[src/rtl/sram_ctrl_ws.sv]
// Asynchronous-SRAM controller: one 1/2/4-byte user access becomes 1..4 SRAM beats,
// each a SETUP / STROBE / HOLD sequence with a programmable strobe stretch.
module sram_ctrl_ws #(
  parameter int VA_WIDTH    = 19,
  parameter int PHY_DW      = 8,
  parameter int WAIT_CYCLES = 1
) (
  input  logic                                  clk,
  input  logic                                  rstn,
  input  logic [VA_WIDTH-1:0]                   addr,
  input  logic                                  w_rb,
  input  logic [1:0]                            acc,
  input  logic [31:0]                           wdata,
  input  logic                                  req,
  output logic                                  ready,
  output logic [31:0]                           rdata,
  output logic                                  resp,
  output logic                                  fault,
  output logic [VA_WIDTH-$clog2(PHY_DW/8)-1:0]  sram_addr,
  output logic                                  sram_ce_bar,
  output logic                                  sram_oe_bar,
  output logic                                  sram_we_bar,
  output logic [PHY_DW/8-1:0]                   sram_be_bar,
  output logic                                  sram_data_dir,
  output logic [PHY_DW-1:0]                     sram_data_out,
  input  logic [PHY_DW-1:0]                     sram_data_in
);
  localparam int NB  = PHY_DW / 8;
  localparam int SH  = $clog2(NB);
  localparam int SAW = VA_WIDTH - SH;
  localparam logic IOR_DIR_OUT = 1'b1;
  localparam logic IOR_DIR_IN  = 1'b0;

  typedef enum logic [2:0] {IDLE, SETUP, STROBE, HOLD, DONE} state_t;

  state_t              state_q, state_d;
  logic [2:0]          cnt_q, cnt_d;
  logic [1:0]          beat_q, beat_d;
  logic [VA_WIDTH-1:0] addr_q, addr_d;
  logic                wr_q, wr_d;
  logic [1:0]          acc_q, acc_d;
  logic [31:0]         wdata_q, wdata_d;
  logic [31:0]         rbuf_q, rbuf_d;
  logic [31:0]         rdata_q, rdata_d;
  logic                invalid, accept, busy, single, last_strobe;
  logic [1:0]          last_beat;

  // byte of the 32-bit user word carried by lane j of the current beat
  function automatic logic [1:0] bidx(input logic [1:0] beat, input int j);
    bidx = 2'(int'(beat) * NB + j);
  endfunction

  assign invalid = (acc == 2'd3) | ((acc == 2'd1) & addr[0]) | ((acc == 2'd2) & (addr[1:0] != 2'b00));
  assign ready   = (state_q == IDLE);
  assign fault   = req & ready & invalid;
  assign accept  = req & ready & ~invalid;
  assign busy    = (state_q == SETUP) | (state_q == STROBE) | (state_q == HOLD);
  assign single  = (acc_q == 2'd0);
  assign last_strobe = (state_q == STROBE) && (cnt_q == 3'(WAIT_CYCLES));

  always_comb begin
    if (NB == 1) last_beat = (acc_q == 2'd2) ? 2'd3 : acc_q;
    else         last_beat = (acc_q == 2'd2) ? 2'd1 : 2'd0;
  end

  always_comb begin
    sram_data_out = '0;
    sram_be_bar   = '1;
    for (int j = 0; j < NB; j++) begin
      sram_data_out[8*j +: 8] = single ? wdata_q[7:0] : wdata_q[8*bidx(beat_q, j) +: 8];
      // a single byte on a wide bus only drives the lane picked by addr[0]
      sram_be_bar[j] = ~busy | (single && NB == 2 && (addr_q[0] != 1'(j)));
    end
  end

  always_comb begin
    state_d = state_q;
    cnt_d   = cnt_q;
    beat_d  = beat_q;
    addr_d  = addr_q;
    wr_d    = wr_q;
    acc_d   = acc_q;
    wdata_d = wdata_q;
    rbuf_d  = rbuf_q;
    rdata_d = rdata_q;
    case (state_q)
      IDLE: if (accept) begin
        addr_d  = addr;
        wr_d    = w_rb;
        acc_d   = acc;
        wdata_d = wdata;
        rbuf_d  = '0;
        cnt_d   = '0;
        beat_d  = '0;
        state_d = SETUP;
      end
      SETUP: begin
        cnt_d   = '0;
        state_d = STROBE;
      end
      STROBE: begin
        if (last_strobe) begin
          state_d = HOLD;
          if (!wr_q) begin
            for (int j = 0; j < NB; j++) begin
              if (!single)                           rbuf_d[8*bidx(beat_q, j) +: 8] = sram_data_in[8*j +: 8];
              else if (NB == 1 || addr_q[0] == 1'(j)) rbuf_d[7:0] = sram_data_in[8*j +: 8];
            end
          end
        end else begin
          cnt_d = cnt_q + 3'd1;
        end
      end
      HOLD: begin
        if (beat_q == last_beat) begin
          state_d = DONE;
          if (!wr_q) rdata_d = rbuf_q;
        end else begin
          beat_d  = beat_q + 2'd1;
          state_d = SETUP;
        end
      end
      DONE:    state_d = IDLE;
      default: state_d = IDLE;
    endcase
  end

  always_ff @(posedge clk) begin
    if (!rstn) begin
      state_q <= IDLE;
      cnt_q   <= '0;
      beat_q  <= '0;
      addr_q  <= '0;
      wr_q    <= 1'b0;
      acc_q   <= '0;
      wdata_q <= '0;
      rbuf_q  <= '0;
      rdata_q <= '0;
    end else begin
      state_q <= state_d;
      cnt_q   <= cnt_d;
      beat_q  <= beat_d;
      addr_q  <= addr_d;
      wr_q    <= wr_d;
      acc_q   <= acc_d;
      wdata_q <= wdata_d;
      rbuf_q  <= rbuf_d;
      rdata_q <= rdata_d;
    end
  end

  assign resp          = (state_q == DONE);
  assign rdata         = rdata_q;
  assign sram_addr     = addr_q[VA_WIDTH-1:SH] + SAW'(beat_q);
  assign sram_we_bar   = ~(rstn & wr_q & (state_q == STROBE));
  assign sram_data_dir = (busy & wr_q) ? IOR_DIR_OUT : IOR_DIR_IN;
  assign sram_ce_bar   = ~rstn;
  assign sram_oe_bar   = ~rstn;
endmodule

[config.mk]
export PLATFORM = sky130hd
export DESIGN_NAME = sram_ctrl_ws
export DESIGN_NICKNAME = d
export VERILOG_FILES = /design/src/rtl/sram_ctrl_ws.sv
export SDC_FILE = /design/constraint.sdc
export NUM_CORES = 1
export LEC_CHECK = 0
export ABC_AREA = 1
export CORE_ASPECT_RATIO = 1.1
export CORE_MARGIN = 2
export CORE_UTILIZATION = 49
export CTS_CLUSTER_DIAMETER = 50
export CTS_CLUSTER_SIZE = 25
export DETAILED_ROUTE_END_ITERATION = 10
export GPL_TIMING_DRIVEN = 0
export PLACE_DENSITY = 0.81
export SYNTH_ARGS = -nofsm -noshare
export SYNTH_HDL_FRONTEND = slang
export SYNTH_SLANG_ARGS = --single-unit
[constraint.sdc]
create_clock -name clk -period 2.3 [get_ports clk]
set_input_delay 0.46 -clock clk [delete_from_list [all_inputs] [get_ports clk]]
set_output_delay 0.46 -clock clk [all_outputs]
set_load 0.01 [all_outputs]
After elaboration in Yosys (flattened, before gate mapping)
Index checks and enable logic that the tools add are counted.
{ "totals": {"ff_bits": 126, "inputBits": 65, "out_inout_bits": 67, "elab_cells": 84} }
{ "op_classes": {"n_addsub": 4, "n_eq_ne": 16, "shift": 3, "n_mux": 20, "n_bitwise": 17, "n_reduce_logical": 14} }
{ "op_table": {"columns": ["cell", "count"], "rows": [
  ["32-bit two-way mux", 3],
  ["32-bit one-hot mux with 2 select lines", 1],
  ["5-bit negation with 34-bit output", 1],
  ["8-bit by 34-bit variable shift with 32-bit output, first input constant", 1],
  ["8-bit by 34-bit indexed part select with 32-bit output", 1],
  ["32-bit bitwise mux", 1],
  ["32-bit by 6-bit indexed part select with 8-bit output", 1],
  ["24-bit two-way mux", 1],
  ["19-bit by 2-bit adder with 19-bit output", 1],
  ["8-bit two-way mux", 2],
  ["3-bit two-way mux", 5],
  ["3-bit one-hot mux with 4 select lines", 1],
  ["2-bit != test, second input constant", 5],
  ["3-bit one-hot mux with 3 select lines", 1],
  ["3-bit AND reduction", 3],
  ["1-bit bitwise AND", 8],
  ["2-bit == test, second input constant", 3],
  ["3-bit by 1-bit == test with 1-bit output, second input constant", 2],
  ["3-bit by 2-bit == test with 1-bit output, second input constant", 2],
  ["2-bit two-way mux", 3],
  ["2-bit nonzero test", 3],
  ["1-bit inverter", 5],
  ["5-bit AND reduction", 1],
  ["1-bit bitwise OR", 4],
  ["other kinds (14)", 15]
]} }

Depth between registers and ports, before layout
{ "logic_depth": {"ltp_word": 8, "mapped_depth": 13} }

Worst setup path before layout
No wires, ideal clock.
{ "synth_path": {"kind": "reg-to-output", "start": "register beat_q[0]", "end": "output port sram_addr[12]", "arrival_ns": 1.752, "required_ns": 1.840, "path_slack_ns": 0.088, "path_stages_with_launch": 8, "n_path_buf": 0, "cell_sequence": "dfxtp_1 > ha_1 > fa_1 > nand2_1 > nor3_1 > nand3_1 > nor2_1 > xor2_1"} }
{ "synth_between": {"elab_chain_len": 1} }
{ "synth_rtl": {"columns": ["item", "line_no", "rtl"], "rows": [
  ["start: declaration", "38", "logic [1:0] beat_q, beat_d;"],
  ["start signal: assignment", "142", "beat_q <= beat_d;"],
  ["19-bit by 2-bit adder with 19-bit output", "154", "assign sram_addr = addr_q[VA_WIDTH-1:SH] + SAW'(beat_q);"],
  ["end: declaration", "19", "output logic [VA_WIDTH-$clog2(PHY_DW/8)-1:0] sram_addr,"]
]} }
No other way between the ends.

Worst setup path after layout
{ "layout_path": {"start": "register addr_q[0]", "end": "output port sram_addr[12]"} }
{ "layout_between": {"elab_chain_len": 1} }
{ "layout_rtl": {"columns": ["item", "line_no", "rtl"], "rows": [
  ["start: declaration", "39", "logic [VA_WIDTH-1:0] addr_q, addr_d;"],
  ["start signal: assignment", "143", "addr_q <= addr_d;"],
  ["19-bit by 2-bit adder with 19-bit output", "154", null]
]} }
No other way between the ends.

==> impl_metrics.toml <==
[setup_path]
critPathArrivalTime_ps = 2160
end_kind = "output pin"
reg2reg_from = "beat_q[0]"
worstPathMaxFanout = 3
regToRegSetupSlack_ps = 180
start_kind = "register"
critical_path_class = "register to output pin"
rr_worst_depth = 13
critPathLaunch = "addr_q[0]"
cpPeakStageDelay_ps = 350
worstReg2RegEnd = "rbuf_q[27]"
endpoint = "sram_addr[12]"
critPathSlowestCell = "dfxtp_2"
crit_required_ps = 1840
cp_cell_sequence = "ha_4 > fa_2 > nand2_4 > nor3_4 > buf_6 > nand3_4 > nor2_4 > xor2_1 > buf_2"

[die]
pin_count = 132
die_y_um = 122
start_util = 0.498
die_w_um = 112
coreArea_mm2 = 0.0125
rows = 43
dieArea_mm2 = 0.0137

[route]
wl_per_cell_um = 14.3
drt_wl_total_mm = 17.7
firstDrtPassIters = 5
drtIter0Drc = 303
via_per_inst = 5.16
vias = 6390
drc = 0
antenna_left = 0

[finish]
num-nets-final = 1144
final_common_cell = "nor2_1"
fin_area_mm2 = 0.00865
final_cell_mix = "148 x nor2_1, 130 x inv_1, 120 x nand2_1"
nFillCells = 1025
drive_gt1_frac = 0.157
syn_to_final_growth_pct = 38.6
insertedDiodeCount = 0

[clock_network]
clock_latency_ps = 420
clockBufferDepth = 2
clkSinkCount = 126
htree_levels = 4
cts_tree = "yes"
clkTransAtPathRegs_ps = 60
clockRootBuffer = "clkbuf_16"
hold_buffers = 0
numCtsBuffers = 17

[run_status]
violations = "negative setup slack"
status = "complete, but fails checks"

[placed_design]
hpwl_mm = 12.5
port_buffers = 130
gp_congestion = 0.975
placed_cell_area_mm2 = 0.00774
pre_cts_ws_ps = -704

[logic_synthesis]
ys_ff_latch = 126
syn_area_mm2 = 0.00624
netlist_instances = 899
ys_types = 33
syn_area_per_cell_um2 = 6.94
yosysSeqAreaShare = 0.404
synth_fp_nets = 974
yosys_warnings = 0

[timing]
post-route-period-util = 1.14
max_freq_mhz = 382
relSlewSlack = 0.602
min_period_ps = 2620
final.setup.tns_ps = -1730
skew_ps = 5.29
tightestPinTransition_ps = 596
hold_viol_final = 0
final_max_slew_viol_count = 0
rsz0062_at_grt = "yes"
setup_slack_ps = -321
setup_viol = 16

[power_and_ir_drop]
power.leakage_nw = 3.75
power.density_mw_per_mm2 = 1110
finalPower_mw = 9.60
irDropWorstVdd_uv = 534

[job]
drv_cap = 0

[global_route]
antenna_found_initial = 0
grt_use_total = 0.259
grt_pass1_wl_mm = 28.4
grt_overflow_total = 0
first_global_vias = 6284
grt_max_degree = 17

[worst_hold_path]
hold_class = "input pin to register"
min_path_cells = 3
## stage by stage
stage,util,instances,hold slack [ps]
3_3_place_gp,0.618,1186,433
4_1_cts,0.680,1233,304
5_1_grt,0.690,1238,311
3_5_place_dp,0.618,1186,436
2_1_floorplan,-,899,425
6_report,0.690,1238,304
## final cells by class
class | instances | area [um2] | area share
clock inverters | 5 | 55.1 | 0.00636
multi-input cells | 583 | 3140 | 0.363
repair buffers | 154 | 1400 | 0.161
clock buffers | 26 | 509 | 0.0589
flip-flops and latches | 126 | 2540 | 0.293
well taps | 157 | 196 | 0.0227
inverters | 142 | 546 | 0.0631
plain buffers | 45 | 272 | 0.0314
## per-layer routing
metal,track usage,share of wire
met5,0,0
met4,0.128,0.043
met3,0.0617,0.064
met2,0.470,0.50
met1,0.284,0.39
## state kept, by name (all words and copies together), names as in the netlist
name	flops
rbuf_q	32
rdata	32
wdata_q	32
addr_q	19
cnt_q	3
state_q	3
acc_q	2
beat_q	2
wr_q	1
## worst min-delay path by stage
stage                 end  slack, ps  startpoint
2_1_floorplan  wdata_q[0]        420  wdata_q[0]
3_3_place_gp    rdata[16]        430   rdata[16]
3_5_place_dp    rdata[24]        440   rdata[24]
4_1_cts         rbuf_q[3]        300        rstn
5_1_grt         rbuf_q[3]        310        rstn
6_report        addr_q[9]        300        rstn
## power breakdown
group / switching (mW) / total [mW] / internal [mW] / leakage, nW
Sequential: 0.282 / 2.90 / 2.61 / 1.03
Combinational: 2.56 / 4.15 / 1.59 / 2.45
Clock: 0.932 / 2.55 / 1.62 / 0.272
## cell families after synthesis
family,Yosys count,share of synthesized area
xor+xnor,17,0.0238
fa+ha+maj,10,0.0212
compound gates,172,0.140
simple gates,384,0.284
buf+inv,190,0.127
flops,126,0.404
## Yosys cell counts (all sizes together)
library cell  instances  area share
or2                   2      0.0020
ha                    9       0.018
xor2                 12       0.017
xnor2                 5      0.0070
a211oi                1      0.0012
nand3b                2      0.0024
clkinv                2      0.0012
nand4                42       0.043
o21ai               114       0.091
dfxtp               126        0.40
clkbuf               26       0.017
nor2                160        0.11
buf                  22       0.024
fa                    1      0.0032
a21oi                57       0.047
inv                 140       0.084
nand3                33       0.036
nand2               135       0.087
nor3                 10      0.0080
## critical path: cells and delay by family, from the launching register on
kind          cells  cell delay (ps)
xor+xnor          1              230
fa+ha+maj         2              400
buf+inv           2              320
flops             1              350
simple gates      4              450
## repair_timing
item                                    in CTS  in global routing
hold endpoints to repair                     0                  0
endpoints found under the setup margin      49                 35
gates resized for setup                    172                 34
buffers inserted                            17                  6
pin swaps                                   12                  6
gates cloned                                 0                  1
Power figures use the tool's default switching activity.
